## config.mk

```make
export PLATFORM = sky130hd
export DESIGN_NAME = poly_coeff_streamer_flat
export DESIGN_NICKNAME = d
export VERILOG_FILES = /design/src/rtl/poly_coeff_streamer_if.sv /design/src/rtl/poly_coeff_streamer.sv /design/src/flat_wrapper.sv
export SDC_FILE = /design/constraint.sdc
export NUM_CORES = 1
export LEC_CHECK = 0
export BUFFER_PORTS_ARGS = -buffer_cell sky130_fd_sc_hd__buf_4
export CORE_MARGIN = 2
export CORE_UTILIZATION = 40
export CTS_BUF_LIST = sky130_fd_sc_hd__clkbuf_4 sky130_fd_sc_hd__clkbuf_8
export CTS_CLUSTER_DIAMETER = 100
export CTS_CLUSTER_SIZE = 28
export DETAILED_ROUTE_END_ITERATION = 8
export GPL_TIMING_DRIVEN = 0
export PLACE_DENSITY = 0.7
export SLEW_MARGIN = 10
export SYNTH_ARGS = -nofsm -noshare
export SYNTH_HDL_FRONTEND = slang
export SYNTH_SLANG_ARGS = --single-unit
export TNS_END_PERCENT = 5
```

## constraint.sdc

```tcl
create_clock -name clk -period 33.2 [get_ports clk]
set_input_delay 3.32 -clock clk [delete_from_list [all_inputs] [get_ports clk]]
set_output_delay 3.32 -clock clk [all_outputs]
set_load 0.05 [all_outputs]
```

## src/rtl/poly_coeff_streamer_if.sv

```systemverilog
// Coefficient load/stream bundle for poly_coeff_streamer: polynomial load side and
// LANES-wide output beat side with valid/ack back-pressure.
interface poly_coeff_streamer_if #(
    parameter int BIT_WIDTH = 32,
    parameter int DEGREE_N  = 8,
    parameter int LANES     = 1
);
    localparam int IDX_W = (DEGREE_N > 1) ? $clog2(DEGREE_N) : 1;

    logic [BIT_WIDTH-1:0]                t;
    logic [BIT_WIDTH-1:0]                q;
    logic [1:0]                          mode_i;
    logic [DEGREE_N-1:0][BIT_WIDTH-1:0]  coeff_i;
    logic                                coeff_ready_i;
    logic                                in_ready_o;
    logic                                overflow_o;
    logic [LANES-1:0][BIT_WIDTH-1:0]     coeff_o;
    logic                                coeff_ready_o;
    logic                                coeff_ack_i;
    logic [IDX_W-1:0]                    coeff_idx_o;
    logic                                poly_last_o;

    modport master (
        output t, q, mode_i, coeff_i, coeff_ready_i, coeff_ack_i,
        input  in_ready_o, overflow_o, coeff_o, coeff_ready_o, coeff_idx_o, poly_last_o
    );

    modport slave (
        input  t, q, mode_i, coeff_i, coeff_ready_i, coeff_ack_i,
        output in_ready_o, overflow_o, coeff_o, coeff_ready_o, coeff_idx_o, poly_last_o
    );
endinterface

```

## src/rtl/poly_coeff_streamer.sv

```systemverilog
// Two-slot ping-pong polynomial buffer applying reduce/add-t/negate mod q; first beat valid one
// cycle after load. Output register holds under coeff_ack_i low; loads are dropped (sticky overflow) when both slots are full.
module poly_coeff_streamer #(
    parameter int BIT_WIDTH = 32,
    parameter int DEGREE_N  = 8,
    parameter int LANES     = 1
) (
    input  logic                   clk,
    input  logic                   rst,
    poly_coeff_streamer_if.slave   bus
);
    localparam int BEATS  = DEGREE_N / LANES;
    localparam int BEAT_W = (BEATS > 1) ? $clog2(BEATS) : 1;
    localparam int IDX_W  = (DEGREE_N > 1) ? $clog2(DEGREE_N) : 1;
    localparam int CW     = BIT_WIDTH + 1;

    typedef struct packed {
        logic [DEGREE_N-1:0][BIT_WIDTH-1:0] coeff;
        logic [BIT_WIDTH-1:0]               t;
        logic [BIT_WIDTH-1:0]               q;
        logic [1:0]                         mode;
    } slot_t;

    typedef enum logic {S_IDLE, S_STREAM} state_t;

    slot_t                          slot_q [2];
    slot_t                          slot_d [2];
    logic [1:0]                     occ_q, occ_d;
    logic                           wr_ptr_q, wr_ptr_d;
    logic                           rd_ptr_q, rd_ptr_d;
    state_t                         state_q, state_d;
    logic [BEAT_W-1:0]              beat_q, beat_d;
    logic                           ovf_q, ovf_d;
    logic [LANES-1:0][BIT_WIDTH-1:0] dat_q, dat_d;
    logic [IDX_W-1:0]               idx_q, idx_d;
    logic                           last_q, last_d;

    logic                           in_ready;
    logic                           fetch;
    logic                           src;
    logic [BEAT_W-1:0]              src_beat;

    function automatic logic [BIT_WIDTH-1:0] mod_op(
        input logic [BIT_WIDTH-1:0] c,
        input logic [BIT_WIDTH-1:0] tv,
        input logic [BIT_WIDTH-1:0] qv,
        input logic [1:0]           mode
    );
        logic [CW-1:0]        cx, tx, qx, s;
        logic [BIT_WIDTH-1:0] r;
        cx = {1'b0, c};
        tx = {1'b0, tv};
        qx = {1'b0, qv};
        s  = cx + tx;
        case (mode)
            2'd1:    r = (s >= qx) ? BIT_WIDTH'(s - qx) : BIT_WIDTH'(s);
            2'd2:    r = (cx == '0) ? '0 : BIT_WIDTH'(qx - cx);
            default: r = (cx >= qx) ? BIT_WIDTH'(cx - qx) : BIT_WIDTH'(cx);
        endcase
        return r;
    endfunction

    assign in_ready = ~(&occ_q);

    always_comb begin
        slot_d   = slot_q;
        occ_d    = occ_q;
        wr_ptr_d = wr_ptr_q;
        rd_ptr_d = rd_ptr_q;
        state_d  = state_q;
        beat_d   = beat_q;
        ovf_d    = ovf_q;
        dat_d    = dat_q;
        idx_d    = idx_q;
        last_d   = last_q;
        fetch    = 1'b0;
        src      = rd_ptr_q;
        src_beat = '0;

        if (bus.coeff_ready_i) begin
            if (in_ready) begin
                slot_d[wr_ptr_q] = '{coeff: bus.coeff_i, t: bus.t, q: bus.q, mode: bus.mode_i};
                occ_d[wr_ptr_q]  = 1'b1;
                wr_ptr_d         = ~wr_ptr_q;
            end else begin
                ovf_d = 1'b1;
            end
        end

        case (state_q)
            S_IDLE: begin
                if (occ_q[rd_ptr_q]) begin
                    fetch   = 1'b1;
                    state_d = S_STREAM;
                    beat_d  = '0;
                end
            end
            S_STREAM: begin
                if (bus.coeff_ack_i) begin
                    if (beat_q != BEAT_W'(BEATS - 1)) begin
                        fetch    = 1'b1;
                        src_beat = beat_q + 1'b1;
                        beat_d   = beat_q + 1'b1;
                    end else begin
                        // Last beat retires the slot; the other slot, if full, follows without a bubble.
                        occ_d[rd_ptr_q] = 1'b0;
                        rd_ptr_d        = ~rd_ptr_q;
                        beat_d          = '0;
                        if (occ_q[~rd_ptr_q]) begin
                            fetch = 1'b1;
                            src   = ~rd_ptr_q;
                        end else begin
                            state_d = S_IDLE;
                            last_d  = 1'b0;
                        end
                    end
                end
            end
            default: state_d = S_IDLE;
        endcase

        if (fetch) begin
            for (int j = 0; j < LANES; j++) begin
                dat_d[j] = mod_op(slot_q[src].coeff[IDX_W'(int'(src_beat) * LANES + j)],
                                  slot_q[src].t, slot_q[src].q, slot_q[src].mode);
            end
            idx_d  = IDX_W'(int'(src_beat) * LANES);
            last_d = (src_beat == BEAT_W'(BEATS - 1));
        end
    end

    always_ff @(posedge clk) begin
        if (rst) begin
            occ_q    <= '0;
            wr_ptr_q <= 1'b0;
            rd_ptr_q <= 1'b0;
            state_q  <= S_IDLE;
            beat_q   <= '0;
            ovf_q    <= 1'b0;
            dat_q    <= '0;
            idx_q    <= '0;
            last_q   <= 1'b0;
        end else begin
            occ_q    <= occ_d;
            wr_ptr_q <= wr_ptr_d;
            rd_ptr_q <= rd_ptr_d;
            state_q  <= state_d;
            beat_q   <= beat_d;
            ovf_q    <= ovf_d;
            dat_q    <= dat_d;
            idx_q    <= idx_d;
            last_q   <= last_d;
        end
    end

    // Slot payload is qualified by occ_q, so it needs no reset.
    always_ff @(posedge clk) begin
        slot_q <= slot_d;
    end

    assign bus.in_ready_o    = in_ready;
    assign bus.overflow_o    = ovf_q;
    assign bus.coeff_o       = dat_q;
    assign bus.coeff_ready_o = (state_q == S_STREAM);
    assign bus.coeff_idx_o   = idx_q;
    assign bus.poly_last_o   = last_q;
endmodule

```

## src/flat_wrapper.sv

```systemverilog
// flat-port wrapper written by rule: the top's interface ports become plain ports
module poly_coeff_streamer_flat 
#(
    parameter int BIT_WIDTH = 32,
    parameter int DEGREE_N  = 8,
    parameter int LANES     = 1
)
  (clk, rst, bus_t, bus_q, bus_mode_i, bus_coeff_i, bus_coeff_ready_i, bus_coeff_ack_i, bus_in_ready_o, bus_overflow_o, bus_coeff_o, bus_coeff_ready_o, bus_coeff_idx_o, bus_poly_last_o);
  poly_coeff_streamer_if #(.BIT_WIDTH(BIT_WIDTH), .DEGREE_N(DEGREE_N), .LANES(LANES)) bus_i ();
  input  logic clk;
  input  logic rst;
  input wire logic [$bits(bus_i.t)-1:0] bus_t;
  input wire logic [$bits(bus_i.q)-1:0] bus_q;
  input wire logic [$bits(bus_i.mode_i)-1:0] bus_mode_i;
  input wire logic [$bits(bus_i.coeff_i)-1:0] bus_coeff_i;
  input wire logic [$bits(bus_i.coeff_ready_i)-1:0] bus_coeff_ready_i;
  input wire logic [$bits(bus_i.coeff_ack_i)-1:0] bus_coeff_ack_i;
  output wire logic [$bits(bus_i.in_ready_o)-1:0] bus_in_ready_o;
  output wire logic [$bits(bus_i.overflow_o)-1:0] bus_overflow_o;
  output wire logic [$bits(bus_i.coeff_o)-1:0] bus_coeff_o;
  output wire logic [$bits(bus_i.coeff_ready_o)-1:0] bus_coeff_ready_o;
  output wire logic [$bits(bus_i.coeff_idx_o)-1:0] bus_coeff_idx_o;
  output wire logic [$bits(bus_i.poly_last_o)-1:0] bus_poly_last_o;
  assign bus_i.t = bus_t;
  assign bus_i.q = bus_q;
  assign bus_i.mode_i = bus_mode_i;
  assign bus_i.coeff_i = bus_coeff_i;
  assign bus_i.coeff_ready_i = bus_coeff_ready_i;
  assign bus_i.coeff_ack_i = bus_coeff_ack_i;
  assign bus_in_ready_o = bus_i.in_ready_o;
  assign bus_overflow_o = bus_i.overflow_o;
  assign bus_coeff_o = bus_i.coeff_o;
  assign bus_coeff_ready_o = bus_i.coeff_ready_o;
  assign bus_coeff_idx_o = bus_i.coeff_idx_o;
  assign bus_poly_last_o = bus_i.poly_last_o;
  poly_coeff_streamer #(.BIT_WIDTH(BIT_WIDTH), .DEGREE_N(DEGREE_N), .LANES(LANES)) u_core (.clk(clk), .rst(rst), .bus(bus_i));
endmodule
```

* Word level (Yosys, flattened, before mapping)
Cells that the tools add are included.
Word-level totals: flip-flop bits (word level) 689, output and inout bits 39
Cells by class: add/sub/neg operators 5, $lt $le $gt $ge 11, eq/ne operators 8, mux-type cells 48, bitwise operators 10, reduce and logical (&&, ||, !) cells 12
Operators by type and width (number):
- 322-bit 2-to-1 mux | 4
- 644-bit bitwise mux | 1
- 322-bit demux with 1-bit select | 1
- 32-bit 2-to-1 mux | 5
- 32-bit binary-select mux with 3-bit select | 1
- 32-bit subtractor | 3
- 32-bit one-hot mux with 2 select lines | 1
- 32-bit by 32-bit adder with 33-bit output | 1
- 33-bit by 32-bit >= comparator with 1-bit output | 1
- 32-bit >= comparator | 1
- 32-bit zero test | 1
- 1-bit 2-to-1 mux | 20
- 3-bit 2-to-1 mux | 5
- 2-bit 2-to-1 mux | 5
- 1-bit by 2-bit less-than comparator with 1-bit output (second input constant) | 3
- 2-bit by 1-bit inequality test with 1-bit output (second input constant) | 3
- 3-bit one-hot mux with 2 select lines | 1
- 2-bit AND reduction | 3
- 3-bit AND reduction | 2
- 3-bit by 5-bit less-than comparator with 1-bit output (second input constant) | 1
- 1-bit NOT | 5
- 2-bit >= comparator (second input constant) | 2
- 1-bit NOT with 2-bit output | 2
- 1-bit one-hot mux with 2 select lines | 2
- other kinds (15) | 20

* Logic depth before layout (Yosys ltp)
Gate-level depths: netlist (run 1).
word-level depth 18, gate-level depth with buffers 37, depth with buffers taken out 31

* Worst setup path after synthesis (run 1)
Ideal clock, no wire load.
path kind input to register, start point input port bus_coeff_ready_i, end point register u_core.slot_q[322] in the netlist's numbering (enable), setup time 1.014 ns, arrival 16.752 ns, data required time 32.186 ns, setup slack 15.434 ns, stages 2, path buffers 0, cells stage by stage nand2_1 nor2_1
Between the ends: longest elaborated chain between the ends 1
RTL lines:
- from (decl) | line flat_wrapper.sv:16 | input wire logic [$bits(bus_i.coeff_ready_i)-1:0] bus_coeff_ready_i;
- 2-bit AND reduction (no source line)
- to (signal assigned) | line poly_coeff_streamer.sv:158 | slot_q <= slot_d;
- to (decl) | line poly_coeff_streamer.sv:26 | slot_t slot_q [2];
No other way between the ends. A chain may end at the register's enable or synchronous reset.

* Final worst setup path (run 1)
start point input port bus_coeff_ack_i, end point register u_core.dat_q, in the netlist u_core.bus.coeff_o[5]
Between the ends: longest elaborated chain between the ends 13
RTL lines:
- from (decl) | line flat_wrapper.sv:17 | input wire logic [$bits(bus_i.coeff_ack_i)-1:0] bus_coeff_ack_i;
- 1-bit 2-to-1 mux | line poly_coeff_streamer.sv:99 | if (bus.coeff_ack_i) begin
- 1-bit 2-to-1 mux | line poly_coeff_streamer.sv:90 | case (state_q)
- 1-bit NOT with 2-bit output (implied by the code) | line poly_coeff_streamer.sv:124, poly_coeff_streamer.sv:125
- 322-bit 2-to-1 mux (implied by the code) (3 in series) | line poly_coeff_streamer.sv:124 | dat_d[j] = mod_op(slot_q[src].coeff[IDX_W'(int'(src_beat) * LANES + j)],
- 32-bit binary-select mux with 3-bit select | line poly_coeff_streamer.sv:124
- 32-bit 2-to-1 mux (implied by the code) (2 in series) | line poly_coeff_streamer.sv:124
- 32-bit by 32-bit adder with 33-bit output | line poly_coeff_streamer.sv:54 | s = cx + tx;
- 32-bit subtractor or 33-bit by 32-bit >= comparator with 1-bit output (tied branches) | line poly_coeff_streamer.sv:56 | 2'd1: r = (s >= qx) ? BIT_WIDTH'(s - qx) : BIT_WIDTH'(s);
- 32-bit 2-to-1 mux | line poly_coeff_streamer.sv:56
- 32-bit one-hot mux with 2 select lines | line poly_coeff_streamer.sv:55 | case (mode)
- to (signal assigned) | line poly_coeff_streamer.sv:150 | dat_q <= dat_d;
- to (decl) | line poly_coeff_streamer.sv:34 | logic [LANES-1:0][BIT_WIDTH-1:0] dat_q, dat_d;
Parallel ways exist; a longest one is shown, timed or not. The select of a mux whose other input is x is not followed.

==> impl_metrics.ini, run 1 <==
[power]
leakagePower_nw = 15.8
power_density_nw_per_um2 = 50.5
peakVddDrop_uv = 44.2

[floorplan]
fp.coreArea_um2 = 86300
io_pins = 365
std_cell_rows = 108
die_x_um = 299
die_y_um = 299
initial_core_util_pct = 40.2
die_area_um2 = 89200

[detailed_routing]
wire_per_inst_um = 25.2
drc_errors = 0
drt.antenna.violating_nets = 0
wl_mm = 116
vias = 25881
vias_per_cell = 5.63
first_iter_violations = 2135
drt_pass1_iterations = 6

[flow_run]
drv_cap = 0

[setup_path]
arrival_ns = 12.56
path_buf_inv = 7
worst-setup-path-type = input port to flop
crit_path_max_incr_delay_ns = 0.96
crit_path_top_delay_cell = a21oi_1
cp.required_ns = 33.79
worstRegToRegCells = 31
crit_family = compound AO/OA/AOI/OAI gates
crit-reg2reg-capture = u_core.bus.coeff_o[5]
critPathMaxFanout = 10
critPathLaunchType = input port
ff2ff_setup_slack_ns = 23.16
crit_start = bus_coeff_ack_i
crit_top_cell = clkbuf_1
cp-end-kind = flop
worstReg2RegStart = u_core.beat_q[0]

[final_layout]
drive_gt1_share_pct = 16.4
final_nets = 3874
final_cell_mix = edfxtp_1, nand2_1, buf_4
area_growth_pct = 16.1
layout_commonest_cell = edfxtp_1
stdcell_area_um2 = 40300

[run_status]
status = completed

[synth]
ys_seq_area_share_pct = 58.3
synth_area_leaders = edfxtp_1, nand2_1, mux2i_1
async_flop_share_pct = 0
yosysTopAreaCell = edfxtp_1
synth_edf_count = 644
syn-num-nets = 3443
ys_ff_latch = 689
netlist.area_leader.share_pct = 55.7
yosys_warnings = 0
ys.flop_type = edfxtp_1
netlist_instances = 2981
postSynthAreaPerCell_um2 = 11.6
synth_area_um2 = 34700
ys_types = 79

[clocking]
numCtsBuffers = 35
root_buffer = clkbuf_8
clkLatencyLatePin_ns = 0.70
clkTransAtPathRegs_ns = 0.14
cts_buffer_depth = 3
cts-resized-gates = 0
post-cts-setup-buffers = 0
cts_tree = yes
cts_num_sinks = 689
htreeDepth = 2
cts_hold_buffers = 0

[placement]
placed_cell_area_um2 = 39600
portBuffers = 364
place_hpwl_mm = 90.1
gp_congestion = 0.989

[worst_hold_path]
min_path_cells = 2
hold_path_startpoint = u_core.bus.coeff_idx_o[2]
hp-class = flop to flop
holdPathEnd = u_core.bus.coeff_idx_o[2]

[sta]
tightest_slew_ns = 1.29
fin_skew_ns = 0.0378
period_share_pct = 36.1
rsz0062_at_grt = false
maxSlewViolCount = 0
max_freq_ghz = 0.0835
tns_ns = 0
final-hold-violation-count = 0
slew_headroom_pct = 13.8
setup_viol = 0
fin_crit_ns = 11.97

[global_route]
antenna_found_initial = 33
grt.total_usage_pct = 25.3
grt_max_degree = 31
grt-ovfl-total = 0
grt_pass1_wl_mm = 166
grt_pass1_vias = 25045
## synth_stat cells (30+ instances only)
| cell | n |
|---|---|
| clkbuf_1 | 97 |
| o21ai_0 | 102 |
| ha_1 | 132 |
| xor2_1 | 37 |
| a211oi_1 | 45 |
| nand2_1 | 473 |
| o211ai_1 | 44 |
| inv_1 | 109 |
| dfxtp_1 | 45 |
| xnor2_1 | 74 |
| mux2i_1 | 169 |
| nor3_1 | 36 |
| a21oi_1 | 164 |
| nand3_1 | 198 |
| nor2_1 | 90 |
| a21o_1 | 62 |
| edfxtp_1 | 644 |
| mux2_2 | 30 |
## per-layer routing
layer	wire length (µm)	global-route usage (%)
met4	3670	7.90
met5	283	0
met2	56200	43.4
met3	10700	6.42
met1	45100	31.5
## registers in the layout, summed over array words and instances (netlist names)
name	count
u_core.slot_q	644
u_core.bus.coeff_o	32
u_core.beat_q	3
u_core.bus.coeff_idx_o	3
u_core.occ_q	2
u_core.bus.coeff_ready_o	1
u_core.bus.overflow_o	1
u_core.bus.poly_last_o	1
u_core.rd_ptr_q	1
u_core.wr_ptr_q	1
## kinds of logic (layout without fill, tap and decap cells)
group / after synthesis / after routing / synth area share [%]
XOR/XNOR: 111 / 111 / 2.80
multiplexers: 199 / 199 / 5.85
adder cells (fa/ha/maj): 136 / 136 / 4.99
buffers and inverters: 274 / 719 / 3.59
flip-flops: 689 / 689 / 58.3
other: 0 / 13 / 0
AO/OA/AOI/OAI: 640 / 640 / 12.4
AND/OR/NAND/NOR: 932 / 932 / 12.0
## worst register-to-register path, delay by kind of cell (launching register included)
kind	cells	cell delay, ns
flip-flops	1	0.43
buffers and inverters	6	2.37
XOR/XNOR	1	0.20
AO/OA/AOI/OAI	12	4.05
AND/OR/NAND/NOR	7	1.39
adder cells (fa/ha/maj)	4	1.16
multiplexers	1	0.36
## worst max-delay path by stage
| stage | to | slack [ns] | cells past startpoint |
|---|---|---|---|
| final | u_core.bus.coeff_o[5] | 21.23 | 30 |
| after global routing | u_core.bus.coeff_o[11] | 20.94 | 30 |
| after CTS | u_core.bus.coeff_o[11] | 21.43 | 30 |
| after detailed placement | u_core.bus.coeff_o[11] | 20.71 | 30 |
| after global placement | u_core.slot_q[588] | 7.36 | 3 |
| after floorplan | u_core.slot_q[322] | 15.43 | 2 |
## cell type report
type                            count  area (µm²)
Timing Repair Buffer              394        3390
Clock inverter                     16         208
Multi-Input combinational cell   2018       13300
Inverter                          110         413
Fill cell                        7848       46100
Tap cell                         1155        1450
Antenna cell                       13        32.5
Clock buffer                       35         482
Buffer                            164         832
Sequential cell                   689       20200
## stage by stage
step	worst slack (ns)	hold slack [ns]	utilization, %	cells	power (mW)
3_3_place_gp	7.36	0.441	45.0	4500	1.67
5_1_grt	20.94	0.483	46.6	4587	2.12
4_1_cts	21.43	0.472	46.6	4581	2.03
6_report	21.23	0.469	46.7	4594	2.04
3_5_place_dp	20.71	0.454	45.8	4530	1.65
2_1_floorplan	15.43	0.459	-	2981	1.46
## where the power goes
| part | switching, mW | internal, mW |
|---|---|---|
| logic | 0.387 | 0.233 |
| registers | 0.0187 | 1.00 |
| clock network | 0.282 | 0.110 |
| total | 0.688 | 1.35 |
Power figures use the tool's default switching activity.
==> run 2: changes to the inputs <==
- ABC_AREA: not set -> 1
- clock period: 33.2 -> 12.1 ns (I/O delays scaled with it)
==> run 2 against run 1 <==
- clock-buffer cell count increased by 8
- non-clock buffer count increased by 39
- clock power increased to 2.9 times the previous value
- hold slack improved by 0.0053 ns
- sequential cell count unchanged
- combinational power increased to 2.8 times the previous value
- sequential power increased to 2.7 times the previous value
==> impl_metrics.ini, run 2 <==
[clocking]
numCtsBuffers = 35
cts_hold_buffers = 0
cts_num_sinks = 689
clkTransAtPathRegs_ns = 0.17
cts_buffer_depth = 3
clkLatencyLatePin_ns = 0.75
post-cts-setup-buffers = 0
cts-resized-gates = 0
cts_tree = yes
root_buffer = clkbuf_8
htreeDepth = 2

[placement]
gp_congestion = 1.01
place_hpwl_mm = 114
placed_cell_area_um2 = 41800
portBuffers = 363
dp.cells = 5561

[sta]
final-hold-violation-count = 0
setup_viol = 0
rsz0062_at_grt = false
fin_skew_ns = 0.0757
tightest_slew_ns = 1.40
slew_headroom_pct = 5.57
maxSlewViolCount = 0
period_share_pct = 82.5
max_freq_ghz = 0.100
fin_crit_ns = 9.99

[synth]
ys_ff_latch = 689
async_flop_share_pct = 0
netlist.area_leader.share_pct = 52.3
postSynthAreaPerCell_um2 = 9.28
yosysMostFrequentCell = nand2_1
synth_edf_count = 644
syn-num-nets = 4447
yosys_warnings = 0
yosysTopAreaCell = edfxtp_1
synth_area_leaders = edfxtp_1, nand2_1, nand3_1
ys.flop_type = edfxtp_1
synth_common_cells = nand2_1, edfxtp_1, nand3_1, inv_1, a21oi_1
ys_seq_area_share_pct = 54.8
synth_area_um2 = 37000
netlist_instances = 3985
ys_types = 41

[setup_path]
crit_path_top_delay_cell = clkbuf_1
cp.required_ns = 12.71
worstReg2RegStart = u_core.beat_q[0]
crit_top_cell = nand2_1
worst-setup-path-type = flop to flop
crit_path_max_incr_delay_ns = 0.68
ff2ff_setup_slack_ns = 2.11
crit-reg2reg-capture = u_core.bus.coeff_o[4]
critPathLaunchType = flop
critPathMaxFanout = 10
arrival_ns = 10.60
worstRegToRegCells = 40
cp-end-kind = flop

[power]
leakagePower_nw = 17.4
power_density_nw_per_um2 = 134
peakVddDrop_uv = 128

[detailed_routing]
wl_mm = 142
vias_per_cell = 5.53
first_iter_violations = 3231
wire_per_inst_um = 25.2
drc_errors = 0
drt.antenna.violating_nets = 0
vias = 31120
drt_pass1_iterations = 8

[floorplan]
die_y_um = 308
fp.coreArea_um2 = 91700
die_area_um2 = 94900
std_cell_rows = 111
initial_core_util_pct = 40.3
die_x_um = 308
io_pins = 365

[worst_hold_path]
holdPathEnd = u_core.bus.coeff_o[16]
hp-class = flop to flop
min_path_cells = 2
hold_path_startpoint = u_core.bus.coeff_o[16]

[global_route]
grt_pass1_vias = 29977
grt_max_degree = 30
grt-ovfl-total = 0
antenna_found_initial = 26
grt.total_usage_pct = 29.3
grt_pass1_wl_mm = 200

[run_status]
status = completed

[flow_run]
drv_cap = 0

[final_layout]
drive_gt1_share_pct = 13.4
fill_cells = 8881
final_cell_mix = nand2_1, edfxtp_1, nand3_1
largest_register_ffs = 644
postLayoutCoreUtil_pct = 46.4
top_register = u_core.slot_q
stdcell_area_um2 = 42500
area_growth_pct = 15.1
layout_commonest_cell = nand2_1
stdcell_count = 5625
final_nets = 4874
## run 2: cell count changes after synthesis, moves of 67 or more
| cell | before | now |
|---|---|---|
| nand2_1 | 473 | 873 |
| nand3_1 | 198 | 563 |
| inv_1 | 109 | 428 |
| mux2i_1 | 169 | 1 |
| nand3b_1 | 3 | 169 |
| a21oi_1 | 164 | 283 |
| nor2_1 | 90 | 157 |
## run 2: metal layers
layer	GRT usage [%]	wire length, µm	vias up
met2	48.3	66300	1371
met4	15.2	8360	32
met3	5.68	11800	284
met1	36.5	55300	15017
li1	-	-	14416
met5	0	201	-
## run 2: area by class of cell
cell class | instances | area [µm²] | area share, %
Sequential cell | 689 | 20200 | 47.6
Inverter | 462 | 1730 | 4.08
Timing Repair Buffer | 390 | 3300 | 7.75
Clock buffer | 43 | 542 | 1.27
Buffer | 207 | 956 | 2.25
Antenna cell | 9 | 22.5 | 0.0529
Clock inverter | 12 | 214 | 0.503
Multi-Input combinational cell | 2627 | 14000 | 33.0
Tap cell | 1186 | 1480 | 3.49
## run 2: worst max path at each step
| stage | startpoint | to | slack, ns | cells after the start |
|---|---|---|---|---|
| after floorplan | bus_coeff_ready_i | u_core.slot_q[322] | -3.55 | 2 |
| after global placement | bus_coeff_ready_i | u_core.slot_q[373] | -11.52 | 3 |
| after detailed placement | bus_coeff_ack_i | u_core.bus.coeff_o[5] | 1.76 | 39 |
| after CTS | u_core.beat_q[0] | u_core.bus.coeff_o[5] | 2.27 | 40 |
| after global routing | u_core.beat_q[0] | u_core.bus.coeff_o[5] | 1.52 | 40 |
| final | u_core.beat_q[0] | u_core.bus.coeff_o[4] | 2.11 | 40 |
## run 2: worst max-delay path: cells and delay by family (launching register included)
| family | cells | cell delay [ns] |
|---|---|---|
| buf+inv | 9 | 3.35 |
| simple gates | 19 | 2.98 |
| compound gates | 7 | 1.45 |
| fa+ha+maj | 4 | 1.12 |
| xor+xnor | 1 | 0.47 |
| flops | 1 | 0.41 |
## run 2: where the power goes
part	switching (mW)	internal, mW	leakage [nW]	total [mW]
clock network	0.798	0.332	0.382	1.13
logic	1.21	0.548	10.6	1.76
registers	0.0354	2.76	6.40	2.79
## run 2: cell families after synthesis
kind of cell,after synthesis,synth area share (%)
buffers and inverters,669,7.28
AND/OR/NAND/NOR,1835,22.7
AO/OA/AOI/OAI,575,8.63
multiplexers,1,0.0271
adder cells (fa/ha/maj),136,4.69
XOR/XNOR,80,1.90
flip-flops,689,54.8
## run 2: stage by stage
stage / setup WS [ns] / total power, mW / TNS, ns / hold slack, ns
CTS: 2.27 / 5.66 / 0 / 0.476
global placement: -11.52 / 4.62 / -4648.22 / 0.457
floorplan: -3.55 / 3.92 / -1144.21 / 0.443
detailed placement: 1.76 / 4.57 / 0 / 0.458
global route: 1.52 / 5.91 / 0 / 0.492
finish: 2.11 / 5.68 / 0 / 0.474
